$ cat src/rtl/bshift_tx_pkg.sv
// Shared definitions for the bshift_tx serial transmitter.
// The PARITY state is only reachable when BSHIFT_TX_PARITY_EN is defined.
package bshift_tx_pkg;

    typedef enum logic [1:0] {
        ST_IDLE   = 2'd0,
        ST_SHIFT  = 2'd1,
        ST_PARITY = 2'd2
    } state_t;

    // Bit counter width: it must hold the values 0..count.
    function automatic int cnt_width(input int count);
        return $clog2(count + 1);
    endfunction

endpackage

$ cat src/rtl/bshift_tx_if.sv
// Load / serial-bit handshake bundle for bshift_tx.
// Load side: a word transfers on a rising edge where i_load_valid and
// o_load_ready are both high; i_load_valid and i_data are ignored otherwise.
// Serial side: o_bit is live while o_bit_valid is high, and the bit is
// consumed on an edge where i_shift_en is high; o_bit holds otherwise.
interface bshift_tx_if #(
    parameter int COUNT = 8
) ();
    logic             i_load_valid;
    logic [COUNT-1:0] i_data;
    logic             o_load_ready;
    logic             i_shift_en;
    logic             o_bit;
    logic             o_bit_valid;
    logic             o_done;

    modport master (
        output i_load_valid, i_data, i_shift_en,
        input  o_load_ready, o_bit, o_bit_valid, o_done
    );

    modport slave (
        input  i_load_valid, i_data, i_shift_en,
        output o_load_ready, o_bit, o_bit_valid, o_done
    );
endinterface

$ cat src/rtl/bshift_tx_ctrl.sv
// Control FSM and bit counter for bshift_tx.
// With BSHIFT_TX_PARITY_EN defined the FSM inserts a PARITY state after the
// last data bit; otherwise SHIFT returns straight to IDLE.
import bshift_tx_pkg::*;

module bshift_tx_ctrl #(
    parameter int COUNT = 8
) (
    input  logic   clk,
    input  logic   i_rst_n,
    input  logic   i_sclr,
    input  logic   i_load_valid,
    input  logic   i_shift_en,
    output state_t o_state,
    output logic   o_load_fire,
    output logic   o_shift_fire,
    output logic   o_load_ready,
    output logic   o_bit_valid,
    output logic   o_done
);
    localparam int CW = cnt_width(COUNT);

    state_t        state;
    state_t        state_nxt;
    logic [CW-1:0] cnt;
    logic          done_q;
    logic          load_fire;
    logic          shift_fire;
    logic          last_data;
    logic          final_fire;

    // Next-state decode plus the strobes the datapath and counter act on.
    always_comb begin
        state_nxt  = state;
        load_fire  = 1'b0;
        shift_fire = 1'b0;
        last_data  = 1'b0;
        final_fire = 1'b0;
        case (state)
            ST_IDLE: begin
                load_fire = i_load_valid;
                if (i_load_valid) state_nxt = ST_SHIFT;
            end
            ST_SHIFT: begin
                shift_fire = i_shift_en;
                last_data  = i_shift_en && (cnt == CW'(COUNT - 1));
`ifdef BSHIFT_TX_PARITY_EN
                if (last_data) state_nxt = ST_PARITY;
`else
                final_fire = last_data;
                if (last_data) state_nxt = ST_IDLE;
`endif
            end
`ifdef BSHIFT_TX_PARITY_EN
            ST_PARITY: begin
                final_fire = i_shift_en;
                if (i_shift_en) state_nxt = ST_IDLE;
            end
`endif
            default: state_nxt = ST_IDLE;
        endcase
    end

    // State register; the synchronous clear wins over any transition.
    always_ff @(posedge clk or negedge i_rst_n) begin
        if (!i_rst_n) begin
            state <= ST_IDLE;
        end else if (i_sclr) begin
            state <= ST_IDLE;
        end else begin
            state <= state_nxt;
        end
    end

    // Bit counter (0..COUNT, cleared per word) and the registered done pulse.
    always_ff @(posedge clk or negedge i_rst_n) begin
        if (!i_rst_n) begin
            cnt    <= '0;
            done_q <= 1'b0;
        end else if (i_sclr) begin
            cnt    <= '0;
            done_q <= 1'b0;
        end else begin
            done_q <= final_fire;
            if (load_fire) begin
                cnt <= '0;
            end else if (shift_fire) begin
                cnt <= cnt + CW'(1);
            end
        end
    end

    assign o_state      = state;
    assign o_load_fire  = load_fire;
    assign o_shift_fire = shift_fire;
    assign o_load_ready = (state == ST_IDLE);
    assign o_bit_valid  = (state != ST_IDLE);
    assign o_done       = done_q;

endmodule

$ cat src/rtl/bshift_tx.sv
// bshift_tx: parallel-in, serial-out transmitter, MSB first, one bit per
// i_shift_en consume. Optional macro BSHIFT_TX_PARITY_EN appends an even
// parity bit (XOR of the word) after the data bits.
// o_state is a debug view of the control FSM.
import bshift_tx_pkg::*;

module bshift_tx #(
    parameter int COUNT = 8
) (
    input  logic  clk,
    input  logic  i_rst_n,
    input  logic  i_sclr,
    bshift_tx_if.slave bus,
    output state_t o_state
);
    logic [COUNT-1:0] shreg;
    logic             load_fire;
    logic             shift_fire;
    state_t           state;

    bshift_tx_ctrl #(
        .COUNT(COUNT)
    ) u_ctrl (
        .clk          (clk),
        .i_rst_n      (i_rst_n),
        .i_sclr       (i_sclr),
        .i_load_valid (bus.i_load_valid),
        .i_shift_en   (bus.i_shift_en),
        .o_state      (state),
        .o_load_fire  (load_fire),
        .o_shift_fire (shift_fire),
        .o_load_ready (bus.o_load_ready),
        .o_bit_valid  (bus.o_bit_valid),
        .o_done       (bus.o_done)
    );

    // Shift register: capture on load, shift left with zero fill on consume.
    // After the last data bit it is all zeros, so o_bit reads 0 in IDLE.
    always_ff @(posedge clk or negedge i_rst_n) begin
        if (!i_rst_n) begin
            shreg <= '0;
        end else if (i_sclr) begin
            shreg <= '0;
        end else if (load_fire) begin
            shreg <= bus.i_data;
        end else if (shift_fire) begin
            shreg <= {shreg[COUNT-2:0], 1'b0};
        end
    end

`ifdef BSHIFT_TX_PARITY_EN
    logic parity_q;

    // Parity of the word is computed once at load and held for the PARITY state.
    always_ff @(posedge clk or negedge i_rst_n) begin
        if (!i_rst_n) begin
            parity_q <= 1'b0;
        end else if (i_sclr) begin
            parity_q <= 1'b0;
        end else if (load_fire) begin
            parity_q <= ^bus.i_data;
        end
    end

    assign bus.o_bit = (state == ST_PARITY) ? parity_q : shreg[COUNT-1];
`else
    assign bus.o_bit = shreg[COUNT-1];
`endif

    assign o_state = state;

endmodule

$ cat src/flat_wrapper.sv
// flat-port wrapper written by rule: the top's interface ports become plain ports
module bshift_tx_flat 
#(
    parameter int COUNT = 8
)
  (clk, i_rst_n, i_sclr, o_state, bus_i_load_valid, bus_i_data, bus_i_shift_en, bus_o_load_ready, bus_o_bit, bus_o_bit_valid, bus_o_done);
  bshift_tx_if #(.COUNT(COUNT)) bus_i ();
  input  logic clk;
  input  logic i_rst_n;
  input  logic i_sclr;
  output state_t o_state;
  input wire logic [$bits(bus_i.i_load_valid)-1:0] bus_i_load_valid;
  input wire logic [$bits(bus_i.i_data)-1:0] bus_i_data;
  input wire logic [$bits(bus_i.i_shift_en)-1:0] bus_i_shift_en;
  output wire logic [$bits(bus_i.o_load_ready)-1:0] bus_o_load_ready;
  output wire logic [$bits(bus_i.o_bit)-1:0] bus_o_bit;
  output wire logic [$bits(bus_i.o_bit_valid)-1:0] bus_o_bit_valid;
  output wire logic [$bits(bus_i.o_done)-1:0] bus_o_done;
  assign bus_i.i_load_valid = bus_i_load_valid;
  assign bus_i.i_data = bus_i_data;
  assign bus_i.i_shift_en = bus_i_shift_en;
  assign bus_o_load_ready = bus_i.o_load_ready;
  assign bus_o_bit = bus_i.o_bit;
  assign bus_o_bit_valid = bus_i.o_bit_valid;
  assign bus_o_done = bus_i.o_done;
  bshift_tx #(.COUNT(COUNT)) u_core (.clk(clk), .i_rst_n(i_rst_n), .i_sclr(i_sclr), .bus(bus_i), .o_state(o_state));
endmodule
$ cat config.mk
export PLATFORM = sky130hd
export DESIGN_NAME = bshift_tx_flat
export DESIGN_NICKNAME = d
export VERILOG_FILES = /design/src/rtl/bshift_tx_pkg.sv /design/src/rtl/bshift_tx_if.sv /design/src/rtl/bshift_tx_ctrl.sv /design/src/rtl/bshift_tx.sv /design/src/flat_wrapper.sv
export SDC_FILE = /design/constraint.sdc
export NUM_CORES = 1
export LEC_CHECK = 0
export CELL_PAD_IN_SITES_DETAIL_PLACEMENT = 1
export CELL_PAD_IN_SITES_GLOBAL_PLACEMENT = 1
export CORE_UTILIZATION = 29
export DETAILED_ROUTE_END_ITERATION = 16
export PLACE_DENSITY_LB_ADDON = 0.3
export REMOVE_ABC_BUFFERS = 1
export SETUP_SLACK_MARGIN = 0.15
export SYNTH_ARGS = -nofsm -noshare
export SYNTH_HDL_FRONTEND = slang
export SYNTH_SLANG_ARGS = --single-unit
$ cat constraint.sdc
create_clock -name clk -period 2.2 [get_ports clk]
set_input_delay 0.44 -clock clk [delete_from_list [all_inputs] [get_ports clk]]
set_output_delay 0.44 -clock clk [all_outputs]
set_load 0.01 [all_outputs]
==> reports/metrics.csv <==
metric;value;unit
crit-path cells;inv_1, clkdlybuf4s50_1;
Synth area leader;dfrtp_1;
syn avg cell area;10.1;µm²
area added between synthesis and finish;26.9;%
setup ws final;320;ps
Pint;0.000424;W
Placed Cells;122;
synth top area cells;dfrtp_1 44%, a311oi_2 13%, nand3_1 7.0%;
Sw Pwr;0.000159;W
Nets;111;
area taken by multi-input logic gates;367;µm²
die height;54.2;µm
WL/cell;14.6;µm
Final Max Tran Viols;0;
row cnt;18;
nature of the critical path startpoint;register;
Yosys reg bits;14;
WS Path Type;reg2out;
Root Buffer;clkbuf_4;
setup violators final;0;
Die Wd;54.2;µm
clock skew;5.87;ps
largest net degree at the start of global routing;19;
pwr dens;582;nW/µm²
crit-path max FO;10;
DP Worst Slack;423;ps
die area;2930;µm²
# hold bufs at CTS;0;
Logic pwr share;18.4;%
CTS tree;yes;
EDFF count, synth;0;
Final Hold Vio Count;0;
IO Count;19;
floorplan core area;2520;µm²
Routability Congestion;0.793;
port buffer count;17;
drc violations;0;
drt first pass iters;4;
worst slew pin tran;651;ps
Post-CTS Setup Inserts;0;
DRT Wirelength;1.85;mm
Max H-tree Level;1;
Worst-path clk slew;100;ps
Critical Path Sink Type;output port;
Total GRT Usage;15.7;%
min-delay worst type;reg2reg;
Tmin final;1880;ps
TNS Setup;0;ps
CTS resizes;0;
final instance area;1000;µm²
Initial Util;31.3;%
Pwr Total;0.000583;W
Clock Power Share;33.4;%
register area;350;µm²
final HPWL from detailed placement;1.31;mm
max cap viols;0;
Synth Flop Type;dfrtp_1;
CP top delay family;buffers and inverters;
Slowest cell on crit path;clkdlybuf4s50_1;
top post-synthesis cells by count;14 x dfrtp_1, 11 x nand3_1, 9 x nand2_1;
Final Instance Count excl. Fillers;126;
Yosys warning total;0;
Initial DRC Count;6;
count of cell types in the netlist;24;
Buffers & Inverters on Critical Path;2;
RSZ-0062 raised after global routing;false;
grt ovf;0;
Critical Path AT;1440;ps
P_leak;0.389;nW
Fmax achieved;0.532;GHz
Seq/Total Area, Yosys;44.4;%
Rel. slew slack;56.5;%
initial antenna violation count;0;
Area after DPL;966;µm²
Final period util;85.5;%
Vias;646;
most frequent cell after synthesis;dfrtp_1;
Clock Tree Buf Depth;2;
clock network latency to the later pin of the worst-skew pair;290;ps
CTS Sinks;14;
Layout fillers;304;
post-synthesis async set-or-reset flop share;100;%
share of layout cells above drive strength 1;25.0;%
Max VDD drop;0.289;mV
Diodes inserted;0;
share of the synthesized area in the top cell type;44.4;%
antenna viol nets, final;0;
vias in the first global route;682;
Reg power frac;48.2;%
global-route wire length before repair;3.20;mm
clock buffer count from CTS;3;
critical path required time;1760;ps
status;complete, no violations;
DR vias/cell;5.13;
Net Sw Frac;27.2;%
Max stage delay on crit path;540;ps
Post-Syn Instances;78;
Mapped Area;790;µm²
==> state kept, by name, indices dropped and copies added (netlist names) <==
| register | flops |
|---|---|
| u_core.u_ctrl.o_done | 1 |
| u_core.u_ctrl.o_state | 1 |
| u_core.u_ctrl.cnt | 4 |
| u_core.shreg | 8 |
==> power groups by stage <==
stage          Combinational, W  Sequential [W]  Clock, W
6_report               0.000107        0.000281  0.000195
5_1_grt                0.000119        0.000284  0.000208
4_1_cts                0.000109        0.000281  0.000201
3_5_place_dp           0.000109        0.000286         0
3_3_place_gp           0.000107        0.000286         0
2_1_floorplan         0.0000416        0.000288         0
==> worst paths after layout <==
check	startpoint	endpoint	slack, ps	cells after the start
min	u_core.u_ctrl.cnt[3]	u_core.u_ctrl.o_done	520	1
max	u_core.u_ctrl.o_state[0]	bus_o_load_ready	320	2
min in group asynchronous	i_rst_n	u_core.shreg[6]	540	1
max in group asynchronous	i_rst_n	u_core.shreg[0]	1240	1
max reg2reg	u_core.u_ctrl.o_state[0]	u_core.u_ctrl.cnt[3]	630	4
min reg2reg	u_core.u_ctrl.cnt[3]	u_core.u_ctrl.o_done	520	1
==> cell usage in the layout, fill, tap and decap left out, types with 2 or more instances in the layout <==
cell type	instances
clkdlybuf4s50_1	17
dfrtp_1	14
nand3_1	11
nand2_1	9
nor2_1	8
a311oi_2	7
buf_4	5
a21oi_2	3
nor3_1	3
clkbuf_4	3
nand3_2	2
a21oi_1	2
==> layout make-up <==
class	count	share of cell area [%]
multi-input combinational	55	36.6
sequential	14	35.0
timing repair buffer	22	20.7
tap	30	3.75
clock buffer	4	3.62
inverter	1	0.375
==> per-stage QoR <==
| step | util (%) | hold slack, ps |
|---|---|---|
| 6_report | 39.7 | 521 |
| 5_1_grt | 39.7 | 526 |
| 2_1_floorplan | - | 144 |
| 4_1_cts | 39.7 | 520 |
| 3_5_place_dp | 38.3 | 506 |
| 3_3_place_gp | 38.3 | 503 |
==> worst reg2reg max path, stage by stage, from the launching register on <==
cell and delay (ps):
dfrtp_1 530, buf_4 230, nand2_2 190, or3_1 420, a21oi_2 140
==> cells by family (layout without fill, tap and decap cells) <==
logic type / count (synthesis) / count (layout) / share of synthesized area (%)
AO/OA/AOI/OAI: 15 / 15 / 20.9
other: 1 / 1 / 0.475
flip-flops: 14 / 14 / 44.4
adder cells (fa/ha/maj): 1 / 1 / 1.58
buffers and inverters: 9 / 27 / 9.19
AND/OR/NAND/NOR: 38 / 38 / 23.5
==> layer usage <==
layer / GRT usage (%) / share of wire [%] / up-vias
met4: 2.56 / 0 / 0
met5: 0 / 0 / -
met2: 26.4 / 51 / 16
met3: 5.08 / 4.2 / 0
li1: - / - / 311
met1: 19.6 / 44 / 319
No activity file was read; power rests on OpenSTA's default activity.
